## src/rtl/dmem_mmio_pkg.sv

```systemverilog
// rtl/dmem_mmio_pkg.sv - shared constants, register map and decode helpers for the dmem MMIO responder
// Contents: bus widths, MMIO region base, register offsets, TX FIFO geometry,
//           STATUS bit positions, region/register decode functions.
package dmem_mmio_pkg;

  localparam int ADDR_W = 12;
  localparam int DATA_W = 32;

  // Everything at or above this word address is MMIO; below it is data RAM.
  localparam logic [ADDR_W-1:0] MMIO_BASE = 12'hF00;

  // Register offsets relative to MMIO_BASE.
  localparam logic [ADDR_W-1:0] OFF_DEBUG   = 12'h000;
  localparam logic [ADDR_W-1:0] OFF_CYCLE   = 12'h001;
  localparam logic [ADDR_W-1:0] OFF_TX_DATA = 12'h002;
  localparam logic [ADDR_W-1:0] OFF_STATUS  = 12'h003;

  localparam int FIFO_DEPTH = 4;
  localparam int FIFO_PTR_W = 2;
  localparam int FIFO_CNT_W = 3;

  localparam int STATUS_EMPTY_BIT = 0;
  localparam int STATUS_FULL_BIT  = 1;
  localparam int STATUS_OVF_BIT   = 2;
  localparam int STATUS_CNT_LSB   = 3;

  typedef enum logic [2:0] {
    MMIO_NONE,
    MMIO_DEBUG,
    MMIO_CYCLE,
    MMIO_TX_DATA,
    MMIO_STATUS
  } mmio_reg_e;

  function automatic logic in_mmio(input logic [ADDR_W-1:0] addr);
    return addr >= MMIO_BASE;
  endfunction

  // Unmapped MMIO offsets decode to MMIO_NONE: they read 0 and drop writes.
  function automatic mmio_reg_e decode_mmio(input logic [ADDR_W-1:0] addr);
    logic [ADDR_W-1:0] off;
    mmio_reg_e         sel;
    off = addr - MMIO_BASE;
    sel = MMIO_NONE;
    if (in_mmio(addr)) begin
      case (off)
        OFF_DEBUG:   sel = MMIO_DEBUG;
        OFF_CYCLE:   sel = MMIO_CYCLE;
        OFF_TX_DATA: sel = MMIO_TX_DATA;
        OFF_STATUS:  sel = MMIO_STATUS;
        default:     sel = MMIO_NONE;
      endcase
    end
    return sel;
  endfunction

endpackage

```

## src/rtl/dmem_mmio_responder_if.sv

```systemverilog
// rtl/dmem_mmio_responder_if.sv - processor, data-RAM and TX stream signals of the dmem MMIO responder
// Processor side: address_dmem, data, wren (to responder), q_dmem (from responder).
// RAM side:       ram_address, ram_data, ram_wren (from responder), ram_q (to responder).
// TX stream:      tx_data, tx_valid (from responder), tx_ready (to responder).
// Modports: slave = responder view, master = processor/RAM/sink view.
interface dmem_mmio_responder_if;
  import dmem_mmio_pkg::*;

  logic [ADDR_W-1:0] address_dmem;
  logic [DATA_W-1:0] data;
  logic              wren;
  logic [DATA_W-1:0] q_dmem;

  logic [ADDR_W-1:0] ram_address;
  logic [DATA_W-1:0] ram_data;
  logic              ram_wren;
  logic [DATA_W-1:0] ram_q;

  logic [DATA_W-1:0] tx_data;
  logic              tx_valid;
  logic              tx_ready;

  modport slave (
    input  address_dmem, data, wren, ram_q, tx_ready,
    output q_dmem, ram_address, ram_data, ram_wren, tx_data, tx_valid
  );

  modport master (
    output address_dmem, data, wren, ram_q, tx_ready,
    input  q_dmem, ram_address, ram_data, ram_wren, tx_data, tx_valid
  );

endinterface

```

## src/rtl/dmem_mmio_responder_tx_fifo.sv

```systemverilog
// rtl/dmem_mmio_responder_tx_fifo.sv - 4 x 32 synchronous FIFO feeding the outbound word stream
// Ports: clock, reset (sync, active-low), push/push_data (write side),
//        pop/head (read side, head is the oldest entry), full, empty, count.
module tx_fifo
  import dmem_mmio_pkg::*;
(
  input  logic                  clock,
  input  logic                  reset,
  input  logic                  push,
  input  logic [DATA_W-1:0]     push_data,
  input  logic                  pop,
  output logic [DATA_W-1:0]     head,
  output logic                  full,
  output logic                  empty,
  output logic [FIFO_CNT_W-1:0] count
);

  logic [DATA_W-1:0]     mem [FIFO_DEPTH];
  logic [FIFO_PTR_W-1:0] wr_ptr;
  logic [FIFO_PTR_W-1:0] rd_ptr;
  logic                  do_push;
  logic                  do_pop;

  assign full  = (count == FIFO_CNT_W'(FIFO_DEPTH));
  assign empty = (count == '0);
  assign head  = mem[rd_ptr];

  assign do_pop  = pop & ~empty;
  // A full FIFO still takes a word when the head leaves on the same edge.
  assign do_push = push & (~full | do_pop);

  // Storage is not reset; only pointers and count define what is valid.
  always_ff @(posedge clock) begin
    if (do_push) begin
      mem[wr_ptr] <= push_data;
    end
  end

  always_ff @(posedge clock) begin
    if (!reset) begin
      wr_ptr <= '0;
      rd_ptr <= '0;
      count  <= '0;
    end else begin
      if (do_push) begin
        wr_ptr <= wr_ptr + 1'b1;
      end
      if (do_pop) begin
        rd_ptr <= rd_ptr + 1'b1;
      end
      case ({do_push, do_pop})
        2'b10:   count <= count + 1'b1;
        2'b01:   count <= count - 1'b1;
        default: count <= count;
      endcase
    end
  end

endmodule

```

## src/rtl/dmem_mmio_responder.sv

```systemverilog
// rtl/dmem_mmio_responder.sv - splits processor data accesses between data RAM and a small MMIO register block
// Ports: clock, reset (sync, active-low), bus (slave modport: processor, RAM and
//        TX stream signals), global_debug_out (current DEBUG register value).
module dmem_mmio_responder
  import dmem_mmio_pkg::*;
(
  input  logic                 clock,
  input  logic                 reset,
  dmem_mmio_responder_if.slave bus,
  output logic [DATA_W-1:0]    global_debug_out
);

  logic                  is_mmio;
  mmio_reg_e             sel;
  logic [DATA_W-1:0]     debug_q;
  logic [DATA_W-1:0]     cycle_q;
  logic                  overflow_q;
  logic [DATA_W-1:0]     status_word;
  logic [DATA_W-1:0]     mmio_rdata;

  logic                  wr_debug;
  logic                  wr_cycle;
  logic                  wr_tx;
  logic                  wr_status;
  logic                  ovf_set;
  logic                  ovf_clr;

  logic                  fifo_pop;
  logic [DATA_W-1:0]     fifo_head;
  logic                  fifo_full;
  logic                  fifo_empty;
  logic [FIFO_CNT_W-1:0] fifo_count;

  assign is_mmio = in_mmio(bus.address_dmem);
  assign sel     = decode_mmio(bus.address_dmem);

  // RAM path is purely combinational and independent of reset; the processor
  // gates its own stores during reset.
  assign bus.ram_address = bus.address_dmem;
  assign bus.ram_data    = bus.data;
  assign bus.ram_wren    = bus.wren & ~is_mmio;

  assign wr_debug  = bus.wren & (sel == MMIO_DEBUG);
  assign wr_cycle  = bus.wren & (sel == MMIO_CYCLE);
  assign wr_tx     = bus.wren & (sel == MMIO_TX_DATA);
  assign wr_status = bus.wren & (sel == MMIO_STATUS);

  assign fifo_pop = bus.tx_ready & ~fifo_empty;
  // A word is dropped only if the FIFO is full and no slot frees on this edge.
  assign ovf_set  = wr_tx & fifo_full & ~fifo_pop;
  assign ovf_clr  = wr_status & bus.data[STATUS_OVF_BIT];

  tx_fifo u_tx_fifo (
    .clock     (clock),
    .reset     (reset),
    .push      (wr_tx),
    .push_data (bus.data),
    .pop       (fifo_pop),
    .head      (fifo_head),
    .full      (fifo_full),
    .empty     (fifo_empty),
    .count     (fifo_count)
  );

  always_ff @(posedge clock) begin
    if (!reset) begin
      debug_q    <= '0;
      cycle_q    <= '0;
      overflow_q <= 1'b0;
    end else begin
      if (wr_debug) begin
        debug_q <= bus.data;
      end
      // A write restarts the counter from zero, overriding this cycle's increment.
      cycle_q <= wr_cycle ? '0 : cycle_q + 1'b1;
      // Set beats clear when both land on the same edge.
      if (ovf_set) begin
        overflow_q <= 1'b1;
      end else if (ovf_clr) begin
        overflow_q <= 1'b0;
      end
    end
  end

  always_comb begin
    status_word                                   = '0;
    status_word[STATUS_EMPTY_BIT]                 = fifo_empty;
    status_word[STATUS_FULL_BIT]                  = fifo_full;
    status_word[STATUS_OVF_BIT]                   = overflow_q;
    status_word[STATUS_CNT_LSB +: FIFO_CNT_W]     = fifo_count;
  end

  // TX_DATA is write-only and reads back as zero along with unmapped offsets.
  always_comb begin
    mmio_rdata = '0;
    case (sel)
      MMIO_DEBUG:  mmio_rdata = debug_q;
      MMIO_CYCLE:  mmio_rdata = cycle_q;
      MMIO_STATUS: mmio_rdata = status_word;
      default:     mmio_rdata = '0;
    endcase
  end

  assign bus.q_dmem       = is_mmio ? mmio_rdata : bus.ram_q;
  assign bus.tx_valid     = ~fifo_empty;
  assign bus.tx_data      = fifo_head;
  assign global_debug_out = debug_q;

endmodule

```

## src/flat_wrapper.sv

```systemverilog
// flat-port wrapper written by rule: the top's interface ports become plain ports
module dmem_mmio_responder_flat import dmem_mmio_pkg::*;
  (clock, reset, global_debug_out, bus_address_dmem, bus_data, bus_wren, bus_ram_q, bus_tx_ready, bus_q_dmem, bus_ram_address, bus_ram_data, bus_ram_wren, bus_tx_data, bus_tx_valid);
  dmem_mmio_responder_if bus_i ();
  input  logic clock;
  input  logic reset;
  output logic [DATA_W-1:0] global_debug_out;
  input wire logic [$bits(bus_i.address_dmem)-1:0] bus_address_dmem;
  input wire logic [$bits(bus_i.data)-1:0] bus_data;
  input wire logic [$bits(bus_i.wren)-1:0] bus_wren;
  input wire logic [$bits(bus_i.ram_q)-1:0] bus_ram_q;
  input wire logic [$bits(bus_i.tx_ready)-1:0] bus_tx_ready;
  output wire logic [$bits(bus_i.q_dmem)-1:0] bus_q_dmem;
  output wire logic [$bits(bus_i.ram_address)-1:0] bus_ram_address;
  output wire logic [$bits(bus_i.ram_data)-1:0] bus_ram_data;
  output wire logic [$bits(bus_i.ram_wren)-1:0] bus_ram_wren;
  output wire logic [$bits(bus_i.tx_data)-1:0] bus_tx_data;
  output wire logic [$bits(bus_i.tx_valid)-1:0] bus_tx_valid;
  assign bus_i.address_dmem = bus_address_dmem;
  assign bus_i.data = bus_data;
  assign bus_i.wren = bus_wren;
  assign bus_i.ram_q = bus_ram_q;
  assign bus_i.tx_ready = bus_tx_ready;
  assign bus_q_dmem = bus_i.q_dmem;
  assign bus_ram_address = bus_i.ram_address;
  assign bus_ram_data = bus_i.ram_data;
  assign bus_ram_wren = bus_i.ram_wren;
  assign bus_tx_data = bus_i.tx_data;
  assign bus_tx_valid = bus_i.tx_valid;
  dmem_mmio_responder u_core (.clock(clock), .reset(reset), .bus(bus_i), .global_debug_out(global_debug_out));
endmodule
```

## config.mk

```make
export PLATFORM = sky130hd
export DESIGN_NAME = dmem_mmio_responder_flat
export DESIGN_NICKNAME = d
export VERILOG_FILES = /design/src/rtl/dmem_mmio_pkg.sv /design/src/rtl/dmem_mmio_responder_if.sv /design/src/rtl/dmem_mmio_responder_tx_fifo.sv /design/src/rtl/dmem_mmio_responder.sv /design/src/flat_wrapper.sv
export SDC_FILE = /design/constraint.sdc
export NUM_CORES = 1
export LEC_CHECK = 0
export ABC_AREA = 0
export CAP_MARGIN = 5
export CORE_MARGIN = 1.5
export CORE_UTILIZATION = 50
export DETAILED_ROUTE_END_ITERATION = 8
export GPL_TIMING_DRIVEN = 0
export HOLD_SLACK_MARGIN = 0.02
export PLACE_DENSITY = 0.78
export SYNTH_ARGS = -nofsm -noshare
export SYNTH_HDL_FRONTEND = slang
export SYNTH_SLANG_ARGS = --single-unit
```

## constraint.sdc

```tcl
create_clock -name clock -period 3.3 [get_ports clock]
set_input_delay 0.33 -clock clock [delete_from_list [all_inputs] [get_ports clock]]
set_output_delay 0.33 -clock clock [all_outputs]
set_load 0.01 [all_outputs]
```

==> run summary <==
The aggregate global routing overflow came out at 0. The critical path is of the input pin to output pin type. The sequential share of the synthesized area is 59.9%. The post-route fraction of the period consumed by the critical path came out at 96.1%.

The worst stage delay on the critical path is 0.63 ns. Walking the worst path, the cells encountered are clkdlybuf4s50_1 -> or4_4 -> nor4_4 -> buf_4 -> a22oi_1 -> o31ai_1 -> clkdlybuf4s50_1. The die is 136 µm wide. The post-synthesis to final-layout area growth came out at 37.3%.

The normalized max-slew margin is 41.1%. The highest clock frequency the design can meet came out at 315 MHz. The leakage component of the power came out at 4.14 nW. The vertical extent of the die came out at 136 µm. Row generation in the floorplan step produced 48 rows.

The remaining antenna violation count after routing is 0. The Yosys warning count is 0. The tool flagged a number of max-cap violations equal to 0. Across the routed clock network, the largest skew measured is 0.0110 ns. Synthesis produced a netlist with a net count of 785. The mapped cell area came out at 0.00889 mm². Global routing used 26.4% of the available tracks. The power dissipated by switching net loads is 1.18 mW. 222 I/O pins were placed. The clock tree root buffer cell is sky130_fd_sc_hd__clkbuf_16.

The most frequent cell on the critical path is sky130_fd_sc_hd__clkdlybuf4s50_1. Clock-pin slew was measured on the worst setup and hold paths at 0.06 ns. The number of different library cells in the post-synthesis netlist is 48. The area of the die is 0.0186 mm². The post-route non-filler standard cell count is 1,183. The power per cell area is 467 mW/mm².

In the layout the commonest cells are 221 x sky130_fd_sc_hd__clkdlybuf4s50_1, 128 x sky130_fd_sc_hd__edfxtp_1, 74 x sky130_fd_sc_hd__dfxtp_1. For this run, design rule violations remaining after detail routing come to 0. In this run, synthesis inferred 128 flip-flops with an integrated enable. The data arrival time of the critical path is 2.84 ns.

The number of failing setup endpoints in the final timing report is 0. For the final routed database, the setup TNS stands at 0 ns. The startpoint type of the worst setup path is an input pin. In the synthesized netlist, the number of instances is 699. The number of synthesized register bits came out at 202. The number of antenna violations at the first check in global routing is 0.

The average cell area after synthesis is 12.7 µm². The run finished with clean final reports. The largest net degree at the start of global routing is 33.

The transition time of the tightest slew-check pin is 0.884 ns. The final critical delay including setup and external delays is 3.17 ns. The most common cell after layout, fill and taps aside is sky130_fd_sc_hd__clkdlybuf4s50_1. The average detailed-routed wire length per instance came out at 20.5 µm. The routed wire length came out at 24.3 mm. Per report_power, the sequential group accounts for 47.2% of the total. In this run the tool buffered the top-level ports with 221 buffer cells. The number of placed instances, taps included came out at 1,145. The via count of the first global-routing pass came to 6,567. The smallest hold slack came out at 0.480 ns. The fraction of layout instances using a drive strength above 1 came out at 15.3%. The number of hold violations in the final report was 0.

The count of H-tree levels built during CTS is 1. Buffers inserted during clock tree synthesis total 21. The average vias per placed instance came out at 5.71. The most used flip-flop cell after synthesis is sky130_fd_sc_hd__edfxtp_1.

The number of nets in the finished design came out at 1,029. The switching power share of the total came out at 20.6%. The largest driver fanout on the critical path is 10. The worst endpoint required time came out at 2.97 ns. The worst vdd rail ir drop is 300 µV. The global placement routability congestion is 0.903. The first global-routing pass estimated 37.1 mm of wire. Before antenna repair, the detailed router went through 6 iterations. Overall power consumption after layout is estimated at 5.70 mW. The kind of end point of the critical path is an output pin.

The slowest stage of the critical path is the sky130_fd_sc_hd__or4_4 cell. The share of total power dissipated in the clock network is 44.2%. After legalization and detailed placement, the total HPWL measured 17.3 mm. The clock latency at the later pin of the worst-skew pair is 0.50 ns. Combinational logic burns 8.5% of the power.

The total core area is 0.0174 mm². Setup repair after global routing left no endpoint under its margin. The buffer depth of the longest clock path is 3. The post-synthesis async set-or-reset flop share came out at 0%.

Cell internal power was estimated by the tool at 4.52 mW. The count of final max-slew check failures is 0. The first-iteration detailed-routing DRC count came out at 580. The classification of the worst-slack hold path is flop to flop. 0 antenna diodes ended up in the layout. TritonCTS built the clock tree. The count of vias placed by the detailed router came out at 6,752. For this design, the CTS-stage hold fixing added 0 buffers.

The number of sinks on the clock net is 202. The initial utilization of the core area, before any placement, comes to 51.2%.
[through the flow]
stage,setup WS (ns),area [µm²],util (%)
2_1_floorplan,0.478,8890,-
3_3_place_gp,-0.748,11400,65.6
3_5_place_dp,-0.668,11400,65.6
4_1_cts,0.00994,12200,70.3
5_1_grt,0.0560,12200,70.3
6_report,0.130,12200,70.3
[critical path: cells and delay by family]
kind | cells | cell delay [ns]
simple gates | 2 | 0.95
buf+inv | 3 | 1.34
compound gates | 2 | 0.21
[power groups by stage]
stage,Clock [mW],Sequential (mW),Combinational (mW)
final,2.52,2.69,0.486
after global placement,0,2.75,0.477
after CTS,2.54,2.69,0.488
after floorplan,0,2.75,0.191
after global routing,2.63,2.69,0.518
after detailed placement,0,2.75,0.482
[state kept, by name (all words and copies together), names as in the netlist, named ones only]
name / flops
u_core.u_tx_fifo.wr_ptr: 2
u_core.overflow_q: 1
u_core.global_debug_out: 32
u_core.u_tx_fifo.mem: 128
u_core.u_tx_fifo.rd_ptr: 2
u_core.u_tx_fifo.count: 3
u_core.cycle_q: 32
[Yosys cell counts (all sizes together) (18+ instances only)]
master	instances	area [µm²]
mux4	32	721
dfxtp	74	1480
o31ai	18	135
clkbuf	30	113
buf	60	410
a22o	22	193
a21oi	55	275
nand2	19	71.3
nor2	24	90.1
o21ai	45	225
a21o	22	165
edfxtp	128	3840
nand3	48	240
[layout make-up]
class	instances	area [µm²]
Fill cell	1217	5150
Tap cell	225	282
Buffer	89	556
Multi-Input combinational cell	397	3040
Sequential cell	202	5330
Clock buffer	26	574
Timing Repair Buffer	222	2220
Inverter	10	37.5
Clock inverter	12	169
[layer usage]
metal | track usage [%] | vias to the layer above | wire length, µm
met4 | 8.39 | 0 | 627
met2 | 45.6 | 268 | 12400
met5 | 0 | - | 0
li1 | - | 3155 | -
met1 | 34.8 | 3289 | 9990
met3 | 3.21 | 40 | 1320
[cell families (layout without fill, tap and decap cells)]
group	after synthesis	count (layout)	synth area share [%]
DFF	202	202	59.9
AOI/OAI and AO/OA	179	179	12.8
and+or+nand+nor	161	161	9.96
buffers and inverters	100	359	6.30
muxes	40	40	9.03
xor gates and xnor gates	11	11	1.08
adders and majority gates	6	6	0.929
[repair_timing]
item                       4_1_cts  5_1_grt
setup buffers                    1        0
resized for setup               14       10
pin swaps                        2        0
setup endpoints to repair       41       42
[worst paths after layout]
kind,start,endpoint,slack [ns],depth (start not counted)
setup / recovery,bus_address_dmem[3],bus_q_dmem[16],0.13,7
setup reg to reg,u_core.u_tx_fifo.count[2]$_SDFFE_PN0P_,u_core.u_tx_fifo.count[2]$_SDFFE_PN0P_,1.05,10
hold / removal,u_core.cycle_q[0]$_SDFF_PP0_,u_core.cycle_q[0]$_SDFF_PP0_,0.48,1
hold reg to reg,u_core.cycle_q[0]$_SDFF_PP0_,u_core.cycle_q[0]$_SDFF_PP0_,0.48,1
(Power assumes the default switching activity.)
